[src/rtl/decoder_proj_formal_top_if.sv]
// Pin-side bus of the decoder: the raw project inputs and every registered result.
// The master drives io_in; the slave (the decoder) drives the outputs.
interface decoder_proj_formal_top_if;
    logic [6:0] io_in;
    logic [7:0] dec_out;
    logic       dec_valid;
    logic       dec_parity;
    logic [7:0] modes_seen;
    logic       all_modes_seen;
    logic       prop_fail;

    modport master (
        output io_in,
        input  dec_out, dec_valid, dec_parity, modes_seen, all_modes_seen, prop_fail
    );

    modport slave (
        input  io_in,
        output dec_out, dec_valid, dec_parity, modes_seen, all_modes_seen, prop_fail
    );
endinterface

[src/rtl/decoder_proj_formal_top.sv]
// Registered multi-mode 3-bit decoder behind the project IO pins, with a sticky
// mode-coverage vector and a sticky invariant monitor on the registered outputs.
module decoder_proj_formal_top (
    input  logic                        clk,
    input  logic                        rst_n,
    decoder_proj_formal_top_if.slave    bus
);
    localparam logic [2:0] MODE_ONEHOT     = 3'b000;
    localparam logic [2:0] MODE_ONEHOT_N   = 3'b001;
    localparam logic [2:0] MODE_THERM      = 3'b010;
    localparam logic [2:0] MODE_THERM_INV  = 3'b011;
    localparam logic [2:0] MODE_BINARY     = 3'b100;
    localparam logic [2:0] MODE_GRAY       = 3'b101;
    localparam logic [2:0] MODE_ONEHOT_REV = 3'b110;
    localparam logic [2:0] MODE_BROADCAST  = 3'b111;

    logic [2:0] addr;
    logic       en_n;
    logic [2:0] mode;

    assign addr = bus.io_in[2:0];
    assign en_n = bus.io_in[3];
    assign mode = bus.io_in[6:4];

    logic [7:0] onehot_vec;
    logic [7:0] therm_vec;
    logic [7:0] therm_inv_vec;
    logic [7:0] onehot_rev_vec;

    // Per-bit comparisons against addr build every positional pattern in parallel.
    for (genvar gi = 0; gi < 8; gi++) begin : g_bit
        assign onehot_vec[gi]     = (addr == 3'(gi));
        assign therm_vec[gi]      = (3'(gi) <= addr);
        assign therm_inv_vec[gi]  = (3'(gi) >= addr);
        assign onehot_rev_vec[gi] = (addr == 3'(7 - gi));
    end

    logic [7:0] dec_out_next;
    logic       dec_valid_next;
    logic [7:0] modes_seen_next;

    always_comb begin
        dec_out_next    = 8'h00;
        dec_valid_next  = 1'b0;
        modes_seen_next = bus.modes_seen;
        if (!en_n) begin
            dec_valid_next        = 1'b1;
            modes_seen_next[mode] = 1'b1;
            case (mode)
                MODE_ONEHOT:     dec_out_next = onehot_vec;
                MODE_ONEHOT_N:   dec_out_next = ~onehot_vec;
                MODE_THERM:      dec_out_next = therm_vec;
                MODE_THERM_INV:  dec_out_next = therm_inv_vec;
                MODE_BINARY:     dec_out_next = {5'b0, addr};
                MODE_GRAY:       dec_out_next = {5'b0, addr ^ {1'b0, addr[2:1]}};
                MODE_ONEHOT_REV: dec_out_next = onehot_rev_vec;
                MODE_BROADCAST:  dec_out_next = 8'hFF;
                default:         dec_out_next = 8'h00;
            endcase
        end
    end

    logic [7:0] dec_out_reg;
    logic       dec_valid_reg;
    logic       dec_parity_reg;
    logic [7:0] modes_seen_reg;
    logic [2:0] mode_last_reg;
    logic       prop_fail_reg;

    // Invariants are judged on what is currently registered, so the mode that
    // produced dec_out has to be remembered alongside it.
    logic [3:0] pop_count;
    logic       violation;

    always_comb begin
        pop_count = 4'd0;
        for (int i = 0; i < 8; i++) begin
            pop_count = pop_count + {3'b000, dec_out_reg[i]};
        end
        violation = 1'b0;
        if (!dec_valid_reg && (dec_out_reg != 8'h00)) violation = 1'b1;
        if (dec_valid_reg && ((mode_last_reg == MODE_ONEHOT) || (mode_last_reg == MODE_ONEHOT_REV))
            && (pop_count != 4'd1)) violation = 1'b1;
        if (dec_valid_reg && (mode_last_reg == MODE_ONEHOT_N) && (pop_count != 4'd7)) violation = 1'b1;
        if (dec_parity_reg != ^dec_out_reg) violation = 1'b1;
    end

    always_ff @(posedge clk) begin
        if (!rst_n) begin
            dec_out_reg    <= 8'h00;
            dec_valid_reg  <= 1'b0;
            dec_parity_reg <= 1'b0;
            modes_seen_reg <= 8'h00;
            mode_last_reg  <= 3'b000;
            prop_fail_reg  <= 1'b0;
        end else begin
            dec_out_reg    <= dec_out_next;
            dec_valid_reg  <= dec_valid_next;
            dec_parity_reg <= ^dec_out_next;
            modes_seen_reg <= modes_seen_next;
            mode_last_reg  <= mode;
            prop_fail_reg  <= prop_fail_reg | violation;
        end
    end

    assign bus.dec_out        = dec_out_reg;
    assign bus.dec_valid      = dec_valid_reg;
    assign bus.dec_parity     = dec_parity_reg;
    assign bus.modes_seen     = modes_seen_reg;
    assign bus.all_modes_seen = &modes_seen_reg;
    assign bus.prop_fail      = prop_fail_reg;
endmodule

[src/flat_wrapper.sv]
// flat-port wrapper written by rule: the top's interface ports become plain ports
module decoder_proj_formal_top_flat 
  (clk, rst_n, bus_io_in, bus_dec_out, bus_dec_valid, bus_dec_parity, bus_modes_seen, bus_all_modes_seen, bus_prop_fail);
  decoder_proj_formal_top_if bus_i ();
  input  logic clk;
  input  logic rst_n;
  input wire logic [$bits(bus_i.io_in)-1:0] bus_io_in;
  output wire logic [$bits(bus_i.dec_out)-1:0] bus_dec_out;
  output wire logic [$bits(bus_i.dec_valid)-1:0] bus_dec_valid;
  output wire logic [$bits(bus_i.dec_parity)-1:0] bus_dec_parity;
  output wire logic [$bits(bus_i.modes_seen)-1:0] bus_modes_seen;
  output wire logic [$bits(bus_i.all_modes_seen)-1:0] bus_all_modes_seen;
  output wire logic [$bits(bus_i.prop_fail)-1:0] bus_prop_fail;
  assign bus_i.io_in = bus_io_in;
  assign bus_dec_out = bus_i.dec_out;
  assign bus_dec_valid = bus_i.dec_valid;
  assign bus_dec_parity = bus_i.dec_parity;
  assign bus_modes_seen = bus_i.modes_seen;
  assign bus_all_modes_seen = bus_i.all_modes_seen;
  assign bus_prop_fail = bus_i.prop_fail;
  decoder_proj_formal_top u_core (.clk(clk), .rst_n(rst_n), .bus(bus_i));
endmodule
[config.mk]
export PLATFORM = sky130hd
export DESIGN_NAME = decoder_proj_formal_top_flat
export DESIGN_NICKNAME = d
export VERILOG_FILES = /design/src/rtl/decoder_proj_formal_top_if.sv /design/src/rtl/decoder_proj_formal_top.sv /design/src/flat_wrapper.sv
export SDC_FILE = /design/constraint.sdc
export NUM_CORES = 1
export LEC_CHECK = 0
export CAP_MARGIN = 5
export CORE_MARGIN = 2
export CORE_UTILIZATION = 35
export DETAILED_ROUTE_END_ITERATION = 7
export GPL_TIMING_DRIVEN = 0
export SYNTH_ARGS = -nofsm -noshare
export SYNTH_HDL_FRONTEND = slang
export SYNTH_SLANG_ARGS = --single-unit
[constraint.sdc]
create_clock -name clk -period 4.1 [get_ports clk]
set_input_delay 0.82 -clock clk [delete_from_list [all_inputs] [get_ports clk]]
set_output_delay 0.82 -clock clk [all_outputs]
set_load 0.05 [all_outputs]
==> metrics.md <==
| Metric | Value |
|---|---|
| Vias per cell | `4.95` |
| Wire per inst | `12.9 microns` |
| Residual DRC | `0` |
| Diode count | `0` |
| Clock share of power | `0.242` |
| Slowest CP cell | `clkdlybuf4s50_1` |
| Hold path start | `u_core.bus.prop_fail` |
| Sequential Power Share | `0.387` |
| Rows | `25` |
| Sw Ratio | `0.331` |
| FF-to-FF path depth | `16` |
| CTS tree | `done` |
| Final non-filler cell total | `306` |
| Asr flop ratio synth | `0` |
| CTS Root Cell | `clkbuf_8` |
| Max Cap Viol | `0` |
| DR vias | `1514` |
| Finished Cell Area | `2140 sq um` |
| Synth area leaders | `dfxtp_1 25%, ha_1 11%, nor2_1 6.7%, inv_1 5.2%, fa_1 4.6%` |
| Post-synth EDFFs | `0` |
| Initial antenna violation count | `0` |
| Slew HR | `0.618` |
| Dpl ws | `0.179 ns` |
| Htree depth | `1` |
| Register area share after synthesis | `0.254` |
| Slew @ Worst Pin | `0.569 ns` |
| Max Slew Vio Count | `0` |
| Final total power | `610 uW` |
| Layout cells sized above 1 | `0.0879` |
| Area Growth Syn to Fin | `23.6%` |
| Chip height | `74.4 microns` |
| Fin crit period | `3.71 ns` |
| Clock skew | `0.00486 ns` |
| Dpl cells | `302` |
| Number of global-route vias before repair | `1453` |
| Final Hold Fails | `0` |
| Antenna-violating nets left | `0` |
| Mapped cell area | `1740 sq um` |
| Syn_area_per_cell | `8.34 sq um` |
| Clk slew on worst S/H paths | `0.07 ns` |
| Main synth FF type | `dfxtp_1` |
| Register bit total from synthesis | `22` |
| First-pass GRT wire length | `6.84 mm` |
| Gr usage total | `0.158` |
| Post-CTS setup buffers | `0` |
| Worst-skew pair later-pin latency | `0.25 ns` |
| Combinational share of power | `0.371` |
| Final Cycle Share | `0.905` |
| Grt total ovfl | `0` |
| Critical path capture point type | `flip-flop` |
| R2r startpoint | `u_core.bus.dec_out[0]` |
| NetSw | `202 uW` |
| # fillers | `504` |
| Crit Path Max Fanout | `10` |
| Cell accounting for the most synthesized area | `dfxtp_1` |
| Die width | `74.4 microns` |
| Cells after synthesis | `208` |
| Setup_tns | `0 ns` |
| Hold Crit Depth | `2` |
| R2r endpoint | `u_core.bus.prop_fail` |
| Post-DP HPWL | `3.17 mm` |
| I/O Buffers | `27` |
| Type of the worst setup path | `in -> reg` |
| Setup repair after global routing missed its margin | `false` |
| Peak VDD IR | `141 uV` |
| 1st-iter DRT viols | `42` |
| Leak Pwr | `0.893 nW` |
| # nets final | `268` |
| CTS Buf Count | `3` |
| Setup slack, reg-to-reg | `0.48 ns` |
| Share of the synthesized area in the top cell type | `0.254` |
| CTS hold repair buffers | `0` |
| Worst EP required | `4.29 ns` |
| Count of different cell masters after synthesis | `52` |
| IO Pins | `29` |
| Mapped Nets | `236` |
| Arr. time, crit path | `3.89 ns` |
| CTS max path bufs | `2` |
| Die area | `5540 sq um` |
| Critical-path cell list | `clkdlybuf4s50_1 > buf_6 > inv_1 > ha_1 > and4bb_1 > a2111oi_2 > a31oi_1 > a221oi_1 > xnor3_1 > or3_1 > a21oi_1` |
| Post-DP Area | `2090 sq um` |
| Routability Congestion | `0.871` |
| CTS Sinks | `22` |
| Core region area | `4750 sq um` |
| Class of the worst hold path | `reg -> reg` |
| Crit-path max cell delay | `0.67 ns` |
| Initial Util | `0.365` |
| Run status | `complete, no violations` |
| Int Pwr | `408 uW` |
| First-pass iteration count of the detailed router | `4` |
| Max Clock Freq | `0.270 GHz` |
| Endpoint, Worst Hold | `u_core.bus.prop_fail` |
| Warning count from the yosys run | `0` |
| Crit start category | `input port` |
| Final WS setup | `0.391 ns` |
| Sum of routed wire length over all layers | `3.93 mm` |
| Post-CTS Resized | `0` |
| Final setup fails | `0` |
| Pwr/cell area | `284 nW/um^2` |
| Largest net degree at the start of global routing | `13` |
## Yosys cell counts, drive strengths merged, types with 2 or more instances
cell type and n:
a21oi 9, a221oi 4, a311oi 4, a31oi 2, and2 5, and2b 2
and3b 2, buf 7, clkbuf 3, dfxtp 22, fa 4, ha 15
inv 24, nand2 9, nand2b 3, nand3 4, nand3b 3, nand4 2
nor2 31, nor2b 2, nor3 6, nor4 2, o21ai 11, o22ai 2
or2b 2, xnor2 4, xnor3 2, xor2 3
## cell families after synthesis
| kind of cell | after synthesis | synth area share |
|---|---|---|
| muxes | 2 | 0.0123 |
| xor gates and xnor gates | 9 | 0.0613 |
| and+or+nand+nor | 77 | 0.231 |
| AOI/OAI and AO/OA | 44 | 0.187 |
| adders and majority gates | 19 | 0.154 |
| DFF | 22 | 0.254 |
| buffers and inverters | 35 | 0.101 |
## layer usage
metal	routed length [microns]	global-route usage	vias to the layer above
li1	-	-	780
met1	1890	0.217	691
met2	1810	0.253	35
met3	140	0.0257	8
met4	95	0.0516	0
met5	0	0	-
## worst max-delay path: cells and delay by family
family,cells,cell delay (ns)
and+or+nand+nor,2,0.58
xor gates and xnor gates,1,0.29
AOI/OAI and AO/OA,4,0.98
buffers and inverters,3,0.96
adders and majority gates,1,0.25
## worst max-delay path by stage
stage / from / cells after the start / slack, ns / to
floorplan: u_core.bus.dec_out[0] / 16 / 0.33 / u_core.bus.prop_fail
global placement: bus_io_in[2] / 11 / 0.16 / u_core.bus.dec_parity
detailed placement: bus_io_in[2] / 11 / 0.18 / u_core.bus.dec_parity
CTS: bus_io_in[2] / 11 / 0.44 / u_core.bus.dec_parity
global route: bus_io_in[2] / 11 / 0.24 / u_core.bus.dec_parity
finish: bus_io_in[2] / 11 / 0.39 / u_core.bus.dec_parity
## layout by cell type, fill, tap and decap left out, types with 4 or more instances in the layout
cell type and n:
xnor2_1 4, and2_1 5, clkdlybuf4s50_1 27, buf_6 4
nor2_1 31, nor3_1 6, a311oi_1 4, o21ai_0 11
ha_1 15, fa_1 4, inv_1 24, dfxtp_1 22
nand3_1 4, a21oi_1 9, clkbuf_8 5, nand2_1 9
## per-stage QoR
step / hold slack, ns / util
after floorplan: 0.671 / -
after global placement: 0.465 / 0.439
after detailed placement: 0.473 / 0.439
after CTS: 0.489 / 0.451
after global routing: 0.515 / 0.451
final: 0.483 / 0.451
## final cells by class
| class | count | area [sq um] | share of cell area |
|---|---|---|---|
| plain buffers | 10 | 81.3 | 0.0379 |
| inverters | 25 | 93.8 | 0.0438 |
| multi-input cells | 151 | 1120 | 0.522 |
| clock buffers | 4 | 55.1 | 0.0257 |
| flip-flops and latches | 22 | 440 | 0.205 |
| repair buffers | 27 | 270 | 0.126 |
| well taps | 67 | 83.8 | 0.0391 |
## power groups by stage
stage | Clock [mW] | Sequential, mW | Combinational [mW]
2_1_floorplan | 0 | 0.280 | 0.125
3_3_place_gp | 0 | 0.241 | 0.224
3_5_place_dp | 0 | 0.241 | 0.226
4_1_cts | 0.151 | 0.236 | 0.227
5_1_grt | 0.158 | 0.238 | 0.248
6_report | 0.147 | 0.236 | 0.226
Power figures use the tool's default switching activity.
